`src/rtl/reg_arb_pkg.sv`:
```
// Shared types and constants for the reg_top bus arbiter.
package reg_arb_pkg;

  localparam int unsigned REG_ADDR_W = 7;
  localparam int unsigned REG_DATA_W = 8;

  typedef enum logic [1:0] {
    IDLE,
    ACCESS,
    RD_WAIT,
    RESP
  } reg_arb_state_e;

  typedef struct packed {
    logic                  wr;
    logic [REG_ADDR_W-1:0] addr;
    logic [REG_DATA_W-1:0] wdata;
    logic                  id;
  } reg_cmd_t;

endpackage

```
`src/rtl/reg_arb_rr.sv`:
```
// Two-way round-robin picker: on contention the master other than `last` wins.
module reg_arb_rr (
  input  logic [1:0] req,
  input  logic       last,
  output logic [1:0] win,
  output logic       any
);

  assign any    = |req;
  assign win[0] = req[0] & (~req[1] | last);
  assign win[1] = req[1] & (~req[0] | ~last);

endmodule

```
`src/rtl/reg_bus_arbiter.sv`:
```
// Two-master arbiter and access sequencer for the reg_top register bus.
module reg_bus_arbiter
  import reg_arb_pkg::*;
#(
  parameter int unsigned ADDR_W     = REG_ADDR_W,
  parameter int unsigned DATA_W     = REG_DATA_W,
  parameter int unsigned RD_LATENCY = 1
) (
  input  logic              clk_i,
  input  logic              rst_n_i,
  input  logic              m0_req_i,
  input  logic              m1_req_i,
  input  logic              m0_wr_i,
  input  logic              m1_wr_i,
  input  logic [ADDR_W-1:0] m0_addr_i,
  input  logic [ADDR_W-1:0] m1_addr_i,
  input  logic [DATA_W-1:0] m0_wdata_i,
  input  logic [DATA_W-1:0] m1_wdata_i,
  output logic              m0_gnt_o,
  output logic              m1_gnt_o,
  output logic              m0_rvalid_o,
  output logic              m1_rvalid_o,
  output logic [DATA_W-1:0] m0_rdata_o,
  output logic [DATA_W-1:0] m1_rdata_o,
  output logic              reg_wstrb_o,
  output logic              reg_wr_o,
  output logic [ADDR_W-1:0] reg_addr_o,
  output logic [DATA_W-1:0] reg_wdata_o,
  input  logic [DATA_W-1:0] reg_rdata_i,
  output logic              busy_o
);

  localparam logic [1:0] WAIT_LOAD = (RD_LATENCY > 0) ? 2'(RD_LATENCY - 1) : 2'd0;

  reg_arb_state_e    state_q;
  reg_cmd_t          cmd_d, cmd_q;
  logic              last_q;
  logic [1:0]        wait_q;
  logic              wstrb_q, wr_q, busy_q;
  logic [1:0]        rvalid_q;
  logic [DATA_W-1:0] rdata_q [2];
  logic [1:0]        win;
  logic              any;

  reg_arb_rr u_rr (
    .req  ({m1_req_i, m0_req_i}),
    .last (last_q),
    .win  (win),
    .any  (any)
  );

  always_comb begin
    cmd_d       = '0;
    cmd_d.id    = win[1];
    cmd_d.wr    = win[1] ? m1_wr_i : m0_wr_i;
    cmd_d.addr  = REG_ADDR_W'(win[1] ? m1_addr_i : m0_addr_i);
    cmd_d.wdata = REG_DATA_W'(win[1] ? m1_wdata_i : m0_wdata_i);
  end

  // Grant is the only combinational output; it is masked while reset is applied.
  assign m0_gnt_o    = rst_n_i && (state_q == IDLE) && win[0];
  assign m1_gnt_o    = rst_n_i && (state_q == IDLE) && win[1];
  assign m0_rvalid_o = rvalid_q[0];
  assign m1_rvalid_o = rvalid_q[1];
  assign m0_rdata_o  = rdata_q[0];
  assign m1_rdata_o  = rdata_q[1];
  assign reg_wstrb_o = wstrb_q;
  assign reg_wr_o    = wr_q;
  assign reg_addr_o  = ADDR_W'(cmd_q.addr);
  assign reg_wdata_o = DATA_W'(cmd_q.wdata);
  assign busy_o      = busy_q;

  always_ff @(posedge clk_i) begin
    if (!rst_n_i) begin
      state_q    <= IDLE;
      cmd_q      <= '0;
      last_q     <= 1'b1;
      wait_q     <= '0;
      wstrb_q    <= 1'b0;
      wr_q       <= 1'b0;
      busy_q     <= 1'b0;
      rvalid_q   <= '0;
      rdata_q[0] <= '0;
      rdata_q[1] <= '0;
    end else begin
      rvalid_q <= '0;
      unique case (state_q)
        IDLE: begin
          if (any) begin
            cmd_q   <= cmd_d;
            last_q  <= cmd_d.id;
            wr_q    <= cmd_d.wr;
            wstrb_q <= cmd_d.wr;
            busy_q  <= 1'b1;
            state_q <= ACCESS;
          end
        end
        ACCESS: begin
          wstrb_q <= 1'b0;
          if (cmd_q.wr) begin
            wr_q    <= 1'b0;
            busy_q  <= 1'b0;
            state_q <= IDLE;
          end else if (RD_LATENCY == 0) begin
            rdata_q[cmd_q.id]  <= reg_rdata_i;
            rvalid_q[cmd_q.id] <= 1'b1;
            state_q            <= RESP;
          end else begin
            wait_q  <= WAIT_LOAD;
            state_q <= RD_WAIT;
          end
        end
        RD_WAIT: begin
          if (wait_q == 2'd0) begin
            rdata_q[cmd_q.id]  <= reg_rdata_i;
            rvalid_q[cmd_q.id] <= 1'b1;
            state_q            <= RESP;
          end else begin
            wait_q <= wait_q - 2'd1;
          end
        end
        RESP: begin
          busy_q  <= 1'b0;
          state_q <= IDLE;
        end
        default: state_q <= IDLE;
      endcase
    end
  end

endmodule

```
`config.mk`:
```
export PLATFORM = sky130hd
export DESIGN_NAME = reg_bus_arbiter
export DESIGN_NICKNAME = d
export VERILOG_FILES = /design/src/rtl/reg_arb_pkg.sv /design/src/rtl/reg_arb_rr.sv /design/src/rtl/reg_bus_arbiter.sv
export SDC_FILE = /design/constraint.sdc
export NUM_CORES = 1
export LEC_CHECK = 0
export CORE_ASPECT_RATIO = 0.6
export CORE_MARGIN = 1
export CORE_UTILIZATION = 46
export DETAILED_ROUTE_END_ITERATION = 8
export GPL_TIMING_DRIVEN = 0
export PLACE_DENSITY = 0.85
export SYNTH_ARGS = -nofsm -noshare
export SYNTH_HDL_FRONTEND = slang
export SYNTH_SLANG_ARGS = --single-unit
```
`constraint.sdc`:
```
create_clock -name clk_i -period 2.62 [get_ports clk_i]
set_input_delay 0.524 -clock clk_i [delete_from_list [all_inputs] [get_ports clk_i]]
set_output_delay 0.524 -clock clk_i [all_outputs]
set_load 0.01 [all_outputs]
```
==> flow_metrics.py <==
metrics = {
    "detailed_routing": {
        "wl_per_cell_um": 13.59,
        "drc": 0,
        "wirelength_mm": 4.498,
        "antenna_left": 0,
        "num_vias": 1601,
        "dr.pass1.iters": 4,
        "drt-vias-per-instance": 4.837,
        "drt_iter0_markers": 77,
    },
    "synth": {
        "yosysWarnings": 0,
        "ys_seq_area_share_pct": 51.19,
        "syn_nets": 227,
        "synth_edf_count": 16,
        "postSynth.asyncResetShare_pct": 0,
        "netlist_area_mm2": 0.001994,
        "syn-instance-count": 182,
        "postSynthAreaPerCell_um2": 10.96,
        "synth_cell_types": 31,
        "synth-seq-cells": 43,
        "synth_ff_type": "dfxtp_1",
    },
    "setup_path": {
        "end_kind": "output pin",
        "reg2reg_to": "rdata_q[0][0]",
        "reg2reg_depth": 4,
        "crit_path_start_kind": "primary input",
        "crit_fanout": 10,
        "worstPathRequired_ns": 2.10,
        "r2r-start": "wait_q[0]",
        "critical_path_class": "in -> out",
        "rrSetupSlack_ns": 0.54,
        "arrival_ns": 1.93,
    },
    "placement": {
        "gp_congestion": 0.7854,
        "placed_cells_incl_taps": 322,
        "port_buffers": 80,
        "hpwlAfterDp_mm": 3.400,
    },
    "finish": {
        "area_growth_syn_to_layout_pct": 51.07,
        "n_antenna_cell": 0,
        "final_util_pct": 73.10,
        "final_cells": 331,
        "final_common_cell": "clkdlybuf4s50_1",
        "nNetsFinal": 315,
        "mostFrequentLayoutCells": "79 x clkdlybuf4s50_1, 27 x dfxtp_1, 19 x a21oi_1",
        "multiInputGateArea_um2": 762.0,
        "fill_cells": 311,
        "drive_gt1_share_pct": 16.24,
        "seq_area_mm2": 0.001021,
    },
    "pwr": {
        "internal_power_mw": 1.374,
        "switching_share_pct": 23.87,
        "peakVddDrop_mv": 0.3250,
        "p_comb_share_pct": 23.6,
        "p_switching_uw": 430.9,
        "cellLeakagePower_nw": 1.147,
        "power_frac_seq_pct": 42.9,
        "p_clk_share_pct": 33.5,
        "power_density_mw_per_mm2": 599.2,
    },
    "timing": {
        "final.min_clock_period_ns": 2.457,
        "hold_viol": 0,
        "fin_worst_skew_ns": 0.005809,
        "slew_headroom_pct": 20.15,
        "grt_setup_unrepaired": "false",
        "report.final.slew_viol_count": 0,
        "period_share_pct": 93.79,
        "final-setup-viol-count": 0,
        "fmax_ghz": 0.4070,
        "worst_slew_pin_slew_ns": 1.185,
    },
    "clocking": {
        "holdBufCountCts": 0,
        "cts_buffers": 5,
        "clock_path_buffers": 2,
        "clock_latency_ns": 0.29,
        "cts_tree": "built",
        "htree_levels": 2,
        "cts_root_buf": "clkbuf_8",
        "clk_pin_slew_worst_paths_ns": 0.08,
        "cts.sinks": 43,
    },
    "global_routing": {
        "grt_use_total_pct": 20.48,
        "grt_pass1_vias": 1484,
        "grt_overflow": 0,
        "grt_max_degree": 15,
        "antenna_found_initial": 0,
        "grt_pass1_wl_mm": 7.017,
    },
    "floorplan": {
        "start_util_pct": 48.39,
        "num_io_pins": 82,
        "rows": 18,
        "die_x_um": 87.01,
        "die_h_um": 53.01,
        "core_area_mm2": 0.004121,
        "die_area_mm2": 0.004612,
    },
    "min_path": {
        "worstHoldPathCells": 2,
        "min_from": "rst_n_i",
        "hp-class": "in -> reg",
        "hold-path-endpoint": "last_q",
    },
    "outcome": {
        "status": "finished, final reports clean",
    },
    "flow_run": {
        "maxCapViolations": 0,
    },
}
==> sequential cells by signal, summed over array words and instances, names as in the netlist, 2 cells and up, named ones only <==
register     cells
reg_addr_o       7
wait_q           2
cmd_q            2
rvalid_q         2
rdata_q         16
reg_wdata_o      8
==> logic make-up after synthesis <==
family / after synthesis / synth area share [%]
compound gates: 50 / 17.44
fa+ha+maj: 1 / 0.6273
buf+inv: 32 / 10.60
flops: 43 / 51.19
mux: 18 / 9.096
simple gates: 38 / 11.04
==> power groups by stage <==
| stage | combinational [mW] | sequential (mW) | clock (mW) |
|---|---|---|---|
| final | 0.425 | 0.775 | 0.605 |
| after global routing | 0.459 | 0.781 | 0.639 |
| after CTS | 0.428 | 0.774 | 0.611 |
| after floorplan | 0.220 | 0.793 | 0 |
| after detailed placement | 0.424 | 0.789 | 0 |
| after global placement | 0.415 | 0.787 | 0 |
==> critical path: stages <==
cell             delay, ns
clkdlybuf4s50_1       0.54
a21boi_2              0.19
buf_6                 0.12
buf_12                0.13
and3_2                0.16
dlygate4sd2_1         0.27
==> final cells by class <==
class | instances | area share (%)
buffer | 27 | 6.395
clock buffer | 5 | 2.284
clock inverter | 3 | 2.243
inverter | 5 | 0.6229
multi-input combinational | 107 | 25.29
sequential | 43 | 33.89
tap | 60 | 2.492
timing repair buffer | 81 | 26.79
==> worst max-delay path by stage <==
stage,start,endpoint,slack (ns),depth (start not counted)
6_report,m1_req_i,m1_gnt_o,0.16,6
4_1_cts,m1_req_i,m1_gnt_o,0.16,6
5_1_grt,m1_req_i,m1_gnt_o,0.12,6
3_3_place_gp,m1_req_i,m1_gnt_o,-0.19,6
3_5_place_dp,m1_req_i,m1_gnt_o,-0.20,6
2_1_floorplan,rst_n_i,rdata_q[1][0],0.77,3
==> metrics by stage <==
step | worst slack (ns) | hold WS [ns] | power [mW] | instance area [um^2] | TNS (ns)
CTS | 0.1577 | 0.4848 | 1.813 | 3013 | 0
finish | 0.1628 | 0.4976 | 1.805 | 3013 | 0
global route | 0.1183 | 0.5144 | 1.879 | 3013 | 0
floorplan | 0.7676 | 0.4772 | 1.013 | 1994 | 0
global placement | -0.1859 | 0.4958 | 1.202 | 2870 | -0.1859
detailed placement | -0.2009 | 0.4843 | 1.213 | 2870 | -0.2009
==> cell usage after synthesis (2+ instances only) <==
library cell | instances | area, um^2
nand3_1 | 3 | 15.01
clkbuf_1 | 6 | 22.52
buf_6 | 2 | 22.52
a211oi_2 | 8 | 100.1
a211oi_1 | 8 | 60.06
buf_4 | 15 | 112.6
edfxtp_1 | 16 | 480.5
mux2i_1 | 17 | 170.2
nor2_1 | 7 | 26.28
a21oi_1 | 19 | 95.09
and2_1 | 16 | 100.1
or2_2 | 2 | 12.51
o21ai_0 | 10 | 50.05
buf_2 | 3 | 15.01
dfxtp_1 | 27 | 540.5
inv_1 | 5 | 18.77
nor3_1 | 4 | 20.02
==> routing by layer <==
layer	part of all wire, %	vias up	GRT usage (%)
met4	0.62	0	6.389
met5	0	-	0
met1	48	731	27.16
met3	6.3	4	5.616
li1	-	814	-
met2	45	52	32.68
==> what timing repair did <==
item | 4_1_cts | 5_1_grt
hold endpoints to repair | 0 | 0
buffers inserted | 1 | 0
gates resized for setup | 1 | 0
endpoints found under the setup margin | 1 | 0
(Power assumes the default switching activity.)
